### src/rtl/sobel_line_scheduler.sv
// sobel_line_scheduler: packs 1-bit Sobel pixels into a two-bank line buffer and hands complete lines to the UDP transmitter.
module sobel_line_scheduler #(
  parameter int IMAGE_WIDTH  = 1280,
  parameter int IMAGE_HEIGHT = 720,
  parameter int LINE_BYTES   = IMAGE_WIDTH / 8
) (
  input  logic        clk,
  input  logic        rst_p,
  input  logic        valid,
  input  logic        hsync,
  input  logic        vsync,
  input  logic        sobel,
  input  logic        tx_ready,
  output logic        tx_start,
  output logic [15:0] tx_line_num,
  input  logic        tx_rd_en,
  output logic [7:0]  tx_rd_data,
  input  logic        tx_done,
  output logic [15:0] frame_cnt,
  output logic [15:0] drop_cnt
);
  localparam int PW = $clog2(IMAGE_WIDTH + 1);
  localparam int AW = $clog2(2 * LINE_BYTES);
  localparam int RW = $clog2(LINE_BYTES + 1);

  if (IMAGE_WIDTH % 8 != 0 || LINE_BYTES != IMAGE_WIDTH / 8 || IMAGE_HEIGHT < 1 || IMAGE_HEIGHT > 65536) begin : g_bad_params
    $error("sobel_line_scheduler: unsupported image geometry");
  end

  typedef enum logic [1:0] {IDLE, START, SEND} state_t;
  state_t state, state_n;

  logic [7:0]    mem [2*LINE_BYTES];
  logic [PW-1:0] pix_cnt;
  logic [6:0]    shift;
  logic          wr_bank, rd_bank, hsync_d, vsync_d;
  logic [1:0]    full;
  logic [15:0]   line_num, full_line;
  logic [RW-1:0] rd_addr;
  logic [AW-1:0] wr_ptr, rd_ptr;
  logic          accept, complete, short_line, vsync_rise, freed, other_free;

  assign vsync_rise = vsync & ~vsync_d;
  assign accept     = valid & hsync & (pix_cnt < PW'(IMAGE_WIDTH));
  assign complete   = accept & (pix_cnt == PW'(IMAGE_WIDTH - 1));
  assign short_line = hsync_d & ~hsync & (pix_cnt != '0) & (pix_cnt < PW'(IMAGE_WIDTH)) & ~vsync_rise;
  // A bank released this cycle counts as free, so a coinciding completion is kept
  assign freed      = (state == SEND) & tx_done;
  assign other_free = ~full[~wr_bank] | freed;
  assign wr_ptr     = (wr_bank ? AW'(LINE_BYTES) : '0) + AW'(pix_cnt >> 3);
  assign rd_ptr     = (rd_bank ? AW'(LINE_BYTES) : '0) + AW'(rd_addr);
  assign tx_start   = state == START;

  always_ff @(posedge clk)
    if (accept && pix_cnt[2:0] == 3'd7) mem[wr_ptr] <= {shift, sobel};

  always_ff @(posedge clk or posedge rst_p)
    if (rst_p) begin
      hsync_d   <= 1'b0;
      vsync_d   <= 1'b0;
      shift     <= '0;
      pix_cnt   <= '0;
      full      <= '0;
      wr_bank   <= 1'b0;
      full_line <= '0;
      line_num  <= '0;
      drop_cnt  <= '0;
      frame_cnt <= '0;
    end else begin
      hsync_d <= hsync;
      vsync_d <= vsync;
      if (accept) shift <= {shift[5:0], sobel};
      pix_cnt <= (vsync_rise || (hsync_d && !hsync)) ? '0 : accept ? pix_cnt + 1'b1 : pix_cnt;
      if (freed) full[rd_bank] <= 1'b0;
      if (complete && other_free) begin
        full[wr_bank] <= 1'b1;
        full_line     <= line_num;
        wr_bank       <= ~wr_bank;
      end
      if ((complete && !other_free) || short_line) drop_cnt <= drop_cnt + 1'b1;
      line_num <= vsync_rise ? '0 : (complete || short_line) ? line_num + 1'b1 : line_num;
      if (vsync_rise) frame_cnt <= frame_cnt + 1'b1;
    end

  always_ff @(posedge clk or posedge rst_p)
    if (rst_p) state <= IDLE;
    else state <= state_n;

  always_comb begin
    state_n = state;
    state_n = (state == IDLE) ? ((full[~wr_bank] && tx_ready) ? START : IDLE) :
              (state == START) ? SEND : (tx_done ? IDLE : SEND);
  end

  always_ff @(posedge clk or posedge rst_p)
    if (rst_p) begin
      rd_bank     <= 1'b0;
      rd_addr     <= '0;
      tx_line_num <= '0;
      tx_rd_data  <= '0;
    end else begin
      if (state == IDLE && state_n == START) begin
        rd_bank     <= ~wr_bank;
        tx_line_num <= full_line;
      end
      if (state == START) rd_addr <= '0;
      // Reads past the end of the line return zero and the address saturates
      if (state == SEND && tx_rd_en) begin
        tx_rd_data <= (rd_addr < RW'(LINE_BYTES)) ? mem[rd_ptr] : 8'h00;
        if (rd_addr < RW'(LINE_BYTES)) rd_addr <= rd_addr + 1'b1;
      end
    end
endmodule

### config.mk
export PLATFORM = sky130hd
export DESIGN_NAME = sobel_line_scheduler
export DESIGN_NICKNAME = d
export VERILOG_FILES = /design/src/rtl/sobel_line_scheduler.sv
export SDC_FILE = /design/constraint.sdc
export NUM_CORES = 2
export LEC_CHECK = 0
export BUFFER_PORTS_ARGS = -buffer_cell sky130_fd_sc_hd__buf_4
export CAP_MARGIN = 10
export CORE_MARGIN = 2
export CORE_UTILIZATION = 45
export DETAILED_ROUTE_END_ITERATION = 10
export HOLD_SLACK_MARGIN = 0.08
export SLEW_MARGIN = 20
export SYNTH_ARGS = -nofsm -noshare
export SYNTH_HDL_FRONTEND = slang
export SYNTH_SLANG_ARGS = --single-unit
### constraint.sdc
create_clock -name clk -period 14 [get_ports clk]
set_input_delay 0.7 -clock clk [delete_from_list [all_inputs] [get_ports clk]]
set_output_delay 0.7 -clock clk [all_outputs]
set_load 0.05 [all_outputs]
==> tab_implementation.tex <==
\begin{tabular}{lr}
\hline
Metric & Value \\
\hline
\multicolumn{2}{l}{\textbf{Routing}} \\
\quad Vias after detailed routing & 53,339 \\
\quad DRC viols & 0 \\
\quad First DRT Iteration DRCs & 7,073 \\
\quad Total routed wirelength & 287.7 mm \\
\quad Via/cell ratio & 6.241 \\
\quad Detail Route Antenna Nets & 0 \\
\quad Routed wire length per instance & 33.66 µm \\
\quad Number of search-and-repair iterations in the first detailed-routing pass & 6 \\
\multicolumn{2}{l}{\textbf{Yosys}} \\
\quad Top cell type by total area after synthesis & sky130\_fd\_sc\_hd\_\_edfxtp\_1 \\
\quad Synth Area per Inst & 20.46 µm² \\
\quad Distinct cells, synth & 72 \\
\quad EDFF count, synth & 2,560 \\
\quad Synthesized netlist cell count & 5,113 \\
\quad Fraction of registers with async set or reset after synthesis & 4.549\% \\
\quad Synth warnings & 0 \\
\quad Number of synthesized register bits & 2,682 \\
\quad Most instantiated flip-flop cell in the synthesis netlist & sky130\_fd\_sc\_hd\_\_edfxtp\_1 \\
\quad Part of the Yosys area used for sequential elements & 76.39\% \\
\quad Mapped Nets & 5,135 \\
\quad Area share of the leading cell type in the synthesized netlist & 73.47\% \\
\quad Top cells by area in the synthesized netlist & sky130\_fd\_sc\_hd\_\_edfxtp\_1 (73\%), sky130\_fd\_sc\_hd\_\_mux4\_2 (13\%), sky130\_fd\_sc\_hd\_\_dfrtp\_1 (2.9\%) \\
\quad Summed instance area of the synthesized netlist & 104,600 µm² \\
\multicolumn{2}{l}{\textbf{CTS}} \\
\quad CTS Buffer Depth & 4 \\
\quad CTS Buf Count & 291 \\
\quad Clock latency on the worst-skew pair & 930 ps \\
\quad Num Clock Sinks & 2,682 \\
\quad Clock tree root driver cell & sky130\_fd\_sc\_hd\_\_clkbuf\_16 \\
\quad H-tree depth & 5 \\
\quad Number of gates given a new drive strength after cts & 0 \\
\quad Clock tree from TritonCTS & yes \\
\quad Setup Buffers After CTS & 0 \\
\quad CTS clock-pin slew for the worst setup and hold paths & 60 ps \\
\multicolumn{2}{l}{\textbf{Timing}} \\
\quad Setup total negative slack & 0 ps \\
\quad Final setup violation count & 0 \\
\quad Ratio of final minimum period to clock period & 36.26\% \\
\quad Setup repair after global routing missed its margin & no \\
\quad Transition time at the pin with the least slew margin & 1239 ps \\
\quad Min cycle time layout & 5076 ps \\
\quad Relative slew slack & 17.38\% \\
\quad Count of final hold-check violations & 0 \\
\quad FMAX & 0.1970 GHz \\
\quad Count of pins over their slew limit & 0 \\
\quad Clock tree skew after final layout & 70.43 ps \\
\quad Min Hold Slack & 159.4 ps \\
\multicolumn{2}{l}{\textbf{Die}} \\
\quad Count of boundary I/O pins & 66 \\
\quad Core ar. & 231,900 µm² \\
\quad Effective utilization at floorplan & 45.12\% \\
\quad Die area & 236,400 µm² \\
\quad Cell row count & 177 \\
\quad Floorplan die height & 486.2 µm \\
\quad Die extent in x & 486.2 µm \\
\multicolumn{2}{l}{\textbf{Setup path}} \\
\quad Critical path's most frequent cell & sky130\_fd\_sc\_hd\_\_mux4\_2 \\
\quad Flop-to-flop setup slack & 8920 ps \\
\quad Slowest library cell on the worst path & sky130\_fd\_sc\_hd\_\_a221oi\_1 \\
\quad Chain of cells forming the critical path & buf\_4 -> buf\_12 -> mux4\_2 -> mux4\_2 -> a221oi\_1 -> o21ai\_0 -> a31o\_1 \\
\quad Required @ worst endpoint & 14,820 ps \\
\quad Kind of start point of the critical path & register \\
\quad Start-to-end type of the worst setup path & reg -> reg \\
\quad Maximum fanout along the worst path & 95 \\
\quad Type of destination of the critical path & register \\
\quad Largest stage delay on the critical path & 870 ps \\
\quad Worst EP arrival & 5900 ps \\
\multicolumn{2}{l}{\textbf{Global route}} \\
\quad Vias in the first global route & 52,633 \\
\quad First-pass GRT wire length & 404.8 mm \\
\quad Overall Global Routing Usage & 24.21\% \\
\quad Largest net degree at the start of global routing & 203 \\
\quad Number of antenna violations at the first check in global routing & 15 \\
\quad Total congestion overflow after global routing & 0 \\
\multicolumn{2}{l}{\textbf{Layout}} \\
\quad Share of cells above drive strength 1 & 22.77\% \\
\quad Final Cell Area & 117,200 µm² \\
\quad Final net count & 5,317 \\
\quad Number of filler instances in the final layout & 18,320 \\
\quad Area grow syn2layout & 12.02\% \\
\quad Multi-input gate area in the final layout & 23,010 µm² \\
\quad Final std cells w/o fill & 8,547 \\
\quad Total area of sequential cells & 79,970 µm² \\
\multicolumn{2}{l}{\textbf{Outcome}} \\
\quad Run status & finished clean \\
\multicolumn{2}{l}{\textbf{Pwr}} \\
\quad Leakage & 36.90 nW \\
\quad Design Power & 23.07 mW \\
\quad Max rail drop VDD & 0.1935 mV \\
\quad Power per cell area & 196.8 nW/µm² \\
\multicolumn{2}{l}{\textbf{Placement}} \\
\quad Detailed Place HPWL & 168.6 mm \\
\quad Port Buffers & 65 \\
\quad Area of placed instances & 108,300 µm² \\
\quad DP Cell Count & 8,040 \\
\quad Routability congestion estimate & 0.8971 \\
\multicolumn{2}{l}{\textbf{Flow run}} \\
\quad Max-cap violation count & 0 \\
\multicolumn{2}{l}{\textbf{Worst hold path}} \\
\quad Type of the worst min-delay path & in -> reg \\
\hline
\end{tabular}
stage by stage:
step	utilization, %	worst slack [ps]
after floorplan	-	9133
after global placement	46.71	8936
after detailed placement	46.72	8957
after CTS	50.52	8937
after global routing	50.54	8706
final	50.55	8924
Yosys cell counts (16+ instances only):
master                        n
sky130_fd_sc_hd__xnor2_1     29
sky130_fd_sc_hd__a21oi_1     89
sky130_fd_sc_hd__buf_2       71
sky130_fd_sc_hd__buf_4       25
sky130_fd_sc_hd__dfrtp_1    122
sky130_fd_sc_hd__edfxtp_1  2560
sky130_fd_sc_hd__o221ai_1    32
sky130_fd_sc_hd__clkbuf_1   142
sky130_fd_sc_hd__nand4_1     16
sky130_fd_sc_hd__nand3_1     51
sky130_fd_sc_hd__xor2_1      27
sky130_fd_sc_hd__buf_6       46
sky130_fd_sc_hd__mux4_2     581
sky130_fd_sc_hd__o22ai_1     47
sky130_fd_sc_hd__nand2_1    141
sky130_fd_sc_hd__mux2i_1    248
sky130_fd_sc_hd__a211oi_1    27
sky130_fd_sc_hd__o21ai_0     53
sky130_fd_sc_hd__nor2_1     413
sky130_fd_sc_hd__a31oi_1     17
sky130_fd_sc_hd__mux2_2      48
sky130_fd_sc_hd__a22oi_1     86
sky130_fd_sc_hd__nor3_1      25
sky130_fd_sc_hd__a221oi_1    22
sky130_fd_sc_hd__nor2b_1     18
metal layers:
layer / global-route usage, % / vias up / routed length, µm
li1: - / 21430 / -
met1: 34.62 / 28448 / 116200
met2: 36.89 / 2903 / 132200
met3: 4.930 / 558 / 27340
met4: 9.210 / 0 / 11930
met5: 0 / - / 0
where the power goes:
group	total [mW]	internal [mW]	switching, mW
clock network	7.24	4.18	3.06
registers	9.89	9.57	0.324
logic	5.94	2.07	3.87
state kept, by name (all words and copies together) (netlist names):
signal and count:
drop_cnt 16, frame_cnt 16, full 2, full_line 16
hsync_d 1, line_num 16, mem 2560, pix_cnt 11
rd_addr 8, rd_bank 1, shift 7, state 2
tx_line_num 16, tx_rd_data 8, vsync_d 1, wr_bank 1
path summary, 6_finish.rpt:
| kind | from | to | cells after the start |
|---|---|---|---|
| min in group asynchronous | rst_p | frame_cnt[6] | 3 |
| max in group asynchronous | rst_p | rd_addr[0] | 4 |
| min | tx_ready | rd_bank | 4 |
| max reg2reg | rd_addr[0] | tx_rd_data[7] | 7 |
| max | rd_addr[0] | tx_rd_data[7] | 7 |
| min reg2reg | frame_cnt[15] | frame_cnt[15] | 1 |
critical path, delay by kind of cell (launching register included):
kind / cells / cell delay [ps]
buffers and inverters: 2 / 1360
muxes: 2 / 1130
AOI/OAI and AO/OA: 3 / 1680
DFF: 1 / 650
timing repair:
item | in CTS | in global routing
hold buffers | 4 | 0
endpoints found under the setup margin | 0 | 0
hold endpoints to repair | 77 | 0
placed cells by master, fill, tap and decap left out, drive strengths merged, types with 54 or more instances in the layout:
cell	synthesis	layout
edfxtp	2560	2560
mux4	581	581
nor2	413	413
clkbuf	142	350
mux2i	248	248
buf	158	185
nand2	141	141
dfrtp	122	122
clkinv	1	114
a21oi	89	89
a22oi	88	88
o21ai	54	54
logic make-up (layout without fill, tap and decap cells):
family | after synthesis | after routing | share of synthesized area (%)
other cells | 0 | 11 | 0
fa+ha+maj | 13 | 13 | 0.1555
xor+xnor | 56 | 56 | 0.4688
simple gates | 730 | 730 | 2.988
compound gates | 440 | 440 | 2.881
buf+inv | 315 | 695 | 1.720
flops | 2682 | 2682 | 76.39
mux | 877 | 877 | 15.40
cell type report:
type / instances / share of cell area [%]
diodes: 11 / 0.02348
clock buffers: 350 / 6.590
clock inverters: 141 / 0.8988
inverters: 15 / 0.05444
multi-input cells: 2116 / 19.63
flip-flops and latches: 2682 / 68.23
well taps: 3043 / 3.248
repair buffers: 189 / 1.320
No activity file was read; power rests on OpenSTA's default activity.
